File: config.mk
export PLATFORM = sky130hd
export DESIGN_NAME = intersection_scheduler
export DESIGN_NICKNAME = d
export VERILOG_FILES = /design/src/rtl/intersection_pkg.sv /design/src/rtl/intersection_scheduler_phase_timer.sv /design/src/rtl/intersection_scheduler.sv
export SDC_FILE = /design/constraint.sdc
export NUM_CORES = 1
export LEC_CHECK = 0
export CORE_MARGIN = 8
export CORE_UTILIZATION = 48
export DETAILED_ROUTE_END_ITERATION = 7
export DONT_BUFFER_PORTS = 1
export GPL_TIMING_DRIVEN = 0
export HOLD_SLACK_MARGIN = 0.03
export PLACE_DENSITY = 0.61
export RECOVER_POWER = 100
export SYNTH_ARGS = -nofsm -noshare
export SYNTH_HDL_FRONTEND = slang
export SYNTH_SLANG_ARGS = --single-unit
File: constraint.sdc
create_clock -name clk -period 3.2 [get_ports clk]
set_input_delay 0.96 -clock clk [delete_from_list [all_inputs] [get_ports clk]]
set_output_delay 0.96 -clock clk [all_outputs]
set_load 0.005 [all_outputs]
File: src/rtl/intersection_pkg.sv
// intersection_pkg: shared definitions for the two-road intersection scheduler.
//   - phase_e   : phase state encoding (NS_G..AR2, plus FLASH used only when
//                 the TLS_FLASH_EN build option is enabled)
//   - GYR_*     : one-hot {G,Y,R} head codes
//   - DEF_*_DUR : reset values of the programmable durations
//   - helpers   : per-road head decode and the normal phase successor
package intersection_pkg;

  typedef enum logic [2:0] {
    NS_G  = 3'd0,
    NS_Y  = 3'd1,
    AR1   = 3'd2,
    EW_G  = 3'd3,
    EW_Y  = 3'd4,
    AR2   = 3'd5,
    FLASH = 3'd6
  } phase_e;

  localparam logic [2:0] GYR_G   = 3'b100;
  localparam logic [2:0] GYR_Y   = 3'b010;
  localparam logic [2:0] GYR_R   = 3'b001;
  localparam logic [2:0] GYR_OFF = 3'b000;

  localparam int DEF_G_DUR  = 4;
  localparam int DEF_Y_DUR  = 2;
  localparam int DEF_AR_DUR = 1;
  localparam int MIN_G_DUR  = 2;

  // NS head lamp for a non-flash phase.
  function automatic logic [2:0] ns_head(input phase_e p);
    logic [2:0] h;
    case (p)
      NS_G:    h = GYR_G;
      NS_Y:    h = GYR_Y;
      default: h = GYR_R;
    endcase
    return h;
  endfunction

  // EW head lamp for a non-flash phase.
  function automatic logic [2:0] ew_head(input phase_e p);
    logic [2:0] h;
    case (p)
      EW_G:    h = GYR_G;
      EW_Y:    h = GYR_Y;
      default: h = GYR_R;
    endcase
    return h;
  endfunction

  // Normal ring order; anything unexpected recovers to NS_G.
  function automatic phase_e next_phase(input phase_e p);
    phase_e n;
    case (p)
      NS_G:    n = NS_Y;
      NS_Y:    n = AR1;
      AR1:     n = EW_G;
      EW_G:    n = EW_Y;
      EW_Y:    n = AR2;
      AR2:     n = NS_G;
      default: n = NS_G;
    endcase
    return n;
  endfunction

endpackage

File: src/rtl/intersection_scheduler_phase_timer.sv
// phase_timer: the single shared phase counter.
//   clk, reset : clock and asynchronous active-low reset (cnt resets to 1)
//   clear      : load 1 (phase entry); overrides freeze
//   freeze     : hold the count
//   dur        : duration of the current phase; 0 behaves as 1
//   cnt        : current count, 1-based within the phase
//   expire     : cnt has reached the (clamped) duration
module phase_timer #(
  parameter int TW = 4
) (
  input  logic          clk,
  input  logic          reset,
  input  logic          clear,
  input  logic          freeze,
  input  logic [TW-1:0] dur,
  output logic [TW-1:0] cnt,
  output logic          expire
);

  logic [TW-1:0] cnt_r;
  logic [TW-1:0] dur_eff_s;

  // Zero-duration clamp and expiry compare.
  always_comb begin
    if (dur == {TW{1'b0}}) begin
      dur_eff_s = {{(TW-1){1'b0}}, 1'b1};
    end else begin
      dur_eff_s = dur;
    end
    expire = (cnt_r == dur_eff_s);
  end

  // Counter: restart at 1 on phase entry, otherwise count unless frozen.
  always_ff @(posedge clk or negedge reset) begin
    if (!reset) begin
      cnt_r <= {{(TW-1){1'b0}}, 1'b1};
    end else if (clear) begin
      cnt_r <= {{(TW-1){1'b0}}, 1'b1};
    end else if (!freeze) begin
      cnt_r <= cnt_r + {{(TW-1){1'b0}}, 1'b1};
    end else begin
      cnt_r <= cnt_r;
    end
  end

  assign cnt = cnt_r;

endmodule

File: src/rtl/intersection_scheduler.sv
// intersection_scheduler: sequences the NS and EW heads through
// green / yellow / all-red, with pedestrian requests and emergency preempt.
//   clk, reset          : clock, asynchronous active-low reset
//   Set                 : capture Gns/Gew/Yin/ARin and restart at NS_G
//   Stop                : freeze phase and counter
//   Jump                : end the current green early (emergency)
//   Gns, Gew, Yin, ARin : phase durations
//   ped_ns, ped_ew      : crosswalk buttons
//   flash               : (TLS_FLASH_EN only) flashing-yellow override
//   ns_gyr, ew_gyr      : one-hot {G,Y,R} head outputs
//   walk_ns, walk_ew    : walk lamps
//   phase               : current state code
// Build option: define TLS_FLASH_EN to add the flash input and FLASH state.
module intersection_scheduler
  import intersection_pkg::*;
#(
  parameter int TW     = 4,
  parameter int DEF_G  = DEF_G_DUR,
  parameter int DEF_Y  = DEF_Y_DUR,
  parameter int DEF_AR = DEF_AR_DUR,
  parameter int MIN_G  = MIN_G_DUR
) (
  input  logic          clk,
  input  logic          reset,
  input  logic          Set,
  input  logic          Stop,
  input  logic          Jump,
  input  logic [TW-1:0] Gns,
  input  logic [TW-1:0] Gew,
  input  logic [TW-1:0] Yin,
  input  logic [TW-1:0] ARin,
  input  logic          ped_ns,
  input  logic          ped_ew,
`ifdef TLS_FLASH_EN
  input  logic          flash,
`endif
  output logic [2:0]    ns_gyr,
  output logic [2:0]    ew_gyr,
  output logic          walk_ns,
  output logic          walk_ew,
  output logic [2:0]    phase
);

  phase_e        state_r, state_s;
  logic [TW-1:0] g_ns_r, g_ew_r, y_r, ar_r;
  logic [TW-1:0] dur_s, cnt_s;
  logic          clear_s, expire_s, trunc_s;
  logic          p_ns_r, p_ew_r, walk_ns_r, walk_ew_r;
  logic [2:0]    ns_gyr_r, ew_gyr_r;
  logic          enter_ns_s, leave_ns_s, enter_ew_s, leave_ew_s;

  phase_timer #(.TW(TW)) u_timer (
    .clk    (clk),
    .reset  (reset),
    .clear  (clear_s),
    .freeze (Stop),
    .dur    (dur_s),
    .cnt    (cnt_s),
    .expire (expire_s)
  );

  // Programmed durations: defaults on reset, captured on Set.
  always_ff @(posedge clk or negedge reset) begin
    if (!reset) begin
      g_ns_r <= TW'(DEF_G);
      g_ew_r <= TW'(DEF_G);
      y_r    <= TW'(DEF_Y);
      ar_r   <= TW'(DEF_AR);
    end else if (Set) begin
      g_ns_r <= Gns;
      g_ew_r <= Gew;
      y_r    <= Yin;
      ar_r   <= ARin;
    end else begin
      g_ns_r <= g_ns_r;
      g_ew_r <= g_ew_r;
      y_r    <= y_r;
      ar_r   <= ar_r;
    end
  end

  // Duration of the current phase and pedestrian truncation of a green.
  always_comb begin
    case (state_r)
      NS_G:       dur_s = g_ns_r;
      EW_G:       dur_s = g_ew_r;
      NS_Y, EW_Y: dur_s = y_r;
      default:    dur_s = ar_r;
    endcase
    if (state_r == NS_G) begin
      trunc_s = p_ew_r && (cnt_s >= TW'(MIN_G));
    end else if (state_r == EW_G) begin
      trunc_s = p_ns_r && (cnt_s >= TW'(MIN_G));
    end else begin
      trunc_s = 1'b0;
    end
  end

  // Next state, in priority order Set > flash > Jump > Stop > expiry.
  always_comb begin
    state_s = state_r;
    clear_s = 1'b0;
    if (Set) begin
      state_s = NS_G;
      clear_s = 1'b1;
`ifdef TLS_FLASH_EN
    end else if (flash) begin
      state_s = FLASH;
      clear_s = (state_r != FLASH);
    end else if (state_r == FLASH) begin
      state_s = AR2;
      clear_s = 1'b1;
`endif
    end else if (Jump && (state_r == NS_G)) begin
      state_s = NS_Y;
      clear_s = 1'b1;
    end else if (Jump && (state_r == EW_G)) begin
      state_s = EW_Y;
      clear_s = 1'b1;
    end else if (Stop) begin
      state_s = state_r;
    end else if (expire_s || trunc_s) begin
      state_s = next_phase(state_r);
      clear_s = 1'b1;
    end else begin
      state_s = state_r;
    end
  end

  // State register.
  always_ff @(posedge clk or negedge reset) begin
    if (!reset) begin
      state_r <= NS_G;
    end else begin
      state_r <= state_s;
    end
  end

  assign enter_ns_s = (state_s == NS_G) && (state_r != NS_G);
  assign leave_ns_s = (state_s != NS_G) && (state_r == NS_G);
  assign enter_ew_s = (state_s == EW_G) && (state_r != EW_G);
  assign leave_ew_s = (state_s != EW_G) && (state_r == EW_G);

  // Pedestrian latches and walk lamps. A latched request is served on green
  // entry; a press while the walk lamp is lit is absorbed.
  always_ff @(posedge clk or negedge reset) begin
    if (!reset) begin
      p_ns_r    <= 1'b0;
      p_ew_r    <= 1'b0;
      walk_ns_r <= 1'b0;
      walk_ew_r <= 1'b0;
    end else if (Set) begin
      p_ns_r    <= 1'b0;
      p_ew_r    <= 1'b0;
      walk_ns_r <= 1'b0;
      walk_ew_r <= 1'b0;
    end else begin
      if (enter_ns_s) begin
        walk_ns_r <= p_ns_r;
        p_ns_r    <= ped_ns & ~p_ns_r;
      end else begin
        walk_ns_r <= leave_ns_s ? 1'b0 : walk_ns_r;
        p_ns_r    <= (state_r == NS_G && walk_ns_r) ? p_ns_r : (p_ns_r | ped_ns);
      end
      if (enter_ew_s) begin
        walk_ew_r <= p_ew_r;
        p_ew_r    <= ped_ew & ~p_ew_r;
      end else begin
        walk_ew_r <= leave_ew_s ? 1'b0 : walk_ew_r;
        p_ew_r    <= (state_r == EW_G && walk_ew_r) ? p_ew_r : (p_ew_r | ped_ew);
      end
    end
  end

  // Head outputs, registered from the next state so they track state_r
  // exactly. In FLASH the yellow toggles off its own previous value.
  always_ff @(posedge clk or negedge reset) begin
    if (!reset) begin
      ns_gyr_r <= GYR_G;
      ew_gyr_r <= GYR_R;
`ifdef TLS_FLASH_EN
    end else if (state_s == FLASH) begin
      ns_gyr_r <= (state_r == FLASH && ns_gyr_r[1]) ? GYR_OFF : GYR_Y;
      ew_gyr_r <= (state_r == FLASH && ns_gyr_r[1]) ? GYR_OFF : GYR_Y;
`endif
    end else begin
      ns_gyr_r <= ns_head(state_s);
      ew_gyr_r <= ew_head(state_s);
    end
  end

  assign ns_gyr  = ns_gyr_r;
  assign ew_gyr  = ew_gyr_r;
  assign walk_ns = walk_ns_r;
  assign walk_ew = walk_ew_r;
  assign phase   = state_r;

endmodule
==> flow_summary.ini <==
[synth]
synth_top_area_share_pct = 34.1
syn_area_um2 = 1910
synth_ff_type = dfrtp_1
yosys.cell_types.count = 62
synth_nets = 204
avgSynthCellArea_um2 = 10.7
synthTopCellsByArea = dfrtp_1, dfstp_2, mux2_2, nor2_1, mux2i_1
yosys.area.top_type = dfrtp_1
async_reset_ff_share_pct = 100
synth_edf_count = 0
ys_seq_area_share_pct = 43.8
ys_seq_elements = 33
yosys_warnings = 0
netlist_top_cells_count = dfrtp_1, mux2_2, nor2_1, nand2_1, dfstp_2
yosysMostFrequentCell = dfrtp_1
syn_inst = 179

[setup_path]
cp-start-kind = flip-flop
path_common_cell = nand2_1
crit_chain = clkbuf_1 > nor2_1 > a2bb2oi_1 > nand2_1 > a2111o_1 > a311oi_2 > buf_6 > nand2_1 > nor4b_2
critPathMaxFanout = 10
timing.rr.start = phase[2]
timing.rr.end = ns_gyr[1]
path_class = reg2reg
crit_path_end_kind = flip-flop
rr_worst_depth = 9
cp.arrival_ps = 3070
r2r_slack_ps = 290
max_stage_delay_ps = 530
required_ps = 3360
cp-startpoint = phase[2]
cp_slowest_cell = dfrtp_1

[route]
first_pass_iters = 4
routed_via_density = 6.16
drt_wl_total_um = 4450
vias = 1459
drtIter0Drc = 105
ant_nets = 0
post_drt_wl_per_cell_um = 18.8
drc = 0

[floorplan]
initial_core_util_pct = 48.7
fp.dieArea_um2 = 6250
die_w_um = 79.0
ioPinCount = 34
fp.dieH_um = 79.0
core_um2 = 3910
rows = 23

[pwr]
ir_drop_mv = 0.307
pwr_density_cell_nw_per_um2 = 491
leakage_nw = 0.823
power_mw = 1.01

[sta]
rsz0062_at_grt = no
tns_ps = 0
fin_crit_sh_pct = 91.0
min_period_ps = 2910
clock.fmax_mhz = 343
relSlewSlack_pct = 55.8
hold_viol = 0
skew_ps = 9.76
setup_viol = 0
worst_pin_slew_ps = 663
holdWs_ps = 363
slew_viol_final = 0

[global_route]
grt_pass1_wl_um = 7340
track_usage_pct = 14.8
grt_max_degree = 34
grt_pass1_vias = 1508
antenna_found_initial = 0
overflow = 0

[place]
port-buffer-count = 0
placed_cells = 229
place_congestion = 0.901
dp_hpwl_um = 3350

[clock_tree]
worstSkewPairLatency_ps = 280
root_buffer = clkbuf_8
cts_made_buffers = 5
cts_sinks = 33
cts_tree = done
clk_pin_slew_ps = 70
cts_setup_buffers = 0
cts_hold_buf = 0
htreeDepth = 2
clock_path_buffers = 2
postCtsResizedCells = 0

[final_layout]
antenna_cells = 0
drive_gt1_share_pct = 24.1
finish.utilization_pct = 52.6
area_delta_synth_final_pct = 8.01
fillCellCount = 381
final_nets = 211
fin_cells = 237

[worst_hold_path]
hp-class = in2async

[run_status]
status = complete, no violations

[job]
cap_violations = 0
[final cells by class]
| class | instances | area, um^2 | share of cell area [%] |
|---|---|---|---|
| Tap cell | 50 | 62.6 | 3.04 |
| Buffer | 12 | 78.8 | 3.83 |
| Inverter | 4 | 15.0 | 0.729 |
| Clock buffer | 8 | 90.1 | 4.37 |
| Sequential cell | 33 | 835 | 40.5 |
| Multi-Input combinational cell | 130 | 978 | 47.5 |
[cells by family (layout without fill, tap and decap cells)]
kind of cell | after synthesis | after routing | synth area share [%]
compound gates | 39 | 39 | 15.6
xor+xnor | 4 | 4 | 1.84
fa+ha+maj | 2 | 2 | 1.31
buf+inv | 16 | 24 | 4.92
flops | 33 | 33 | 43.8
mux | 22 | 22 | 12.9
simple gates | 63 | 63 | 19.6
[stage by stage]
stage,cell area [um^2],setup slack (ps)
global placement,1970,391
finish,2060,288
global route,2060,136
detailed placement,1970,339
CTS,2060,326
floorplan,1910,729
[metal layers]
metal / track usage, % / wire length, um / vias to the layer above
met5: 0 / 0 / -
met2: 24.2 / 2230 / 51
met4: 5.74 / 53 / 0
met3: 5.64 / 377 / 6
met1: 17.0 / 1790 / 722
li1: - / - / 680
[cell usage in the layout (no fill, tap or decap), types with 3 or more instances in the layout]
| cell | n |
|---|---|
| nor2b_1 | 3 |
| dfstp_2 | 7 |
| nand2_1 | 8 |
| a31oi_1 | 4 |
| nor2_1 | 15 |
| dfrtp_1 | 26 |
| buf_2 | 3 |
| o21ai_0 | 4 |
| a21oi_1 | 6 |
| mux2i_1 | 4 |
| nand2b_1 | 5 |
| clkbuf_1 | 7 |
| nand4b_1 | 3 |
| inv_1 | 4 |
| clkbuf_8 | 6 |
| o32ai_1 | 3 |
| mux2_2 | 16 |
[critical path, delay by kind of cell, from the launching register on]
family | cells | cell delay, ps
AOI/OAI and AO/OA | 3 | 1100
buffers and inverters | 2 | 580
and+or+nand+nor | 4 | 570
DFF | 1 | 530
[how the worst max path moves through the flow]
stage	endpoint	cells past startpoint
CTS	ns_gyr[1]	9
global route	ns_gyr[1]	9
global placement	ns_gyr[1]	9
detailed placement	ns_gyr[1]	9
floorplan	walk_ew	9
finish	ns_gyr[1]	9
[where the power goes]
part	total (mW)	internal, mW	switching [mW]	leakage (nW)
registers	0.484	0.456	0.0279	0.403
clock network	0.325	0.175	0.150	0.0455
logic	0.202	0.0968	0.106	0.374
[sequential cells by signal, indices dropped and copies added, names as in the netlist]
register,count
u_timer.cnt,4
ar_r,4
walk_ew,1
g_ns_r,4
p_ns_r,1
y_r,4
g_ew_r,4
ns_gyr,3
phase,3
ew_gyr,3
p_ew_r,1
walk_ns,1
Note: power is estimated with default switching activity, not from simulation.
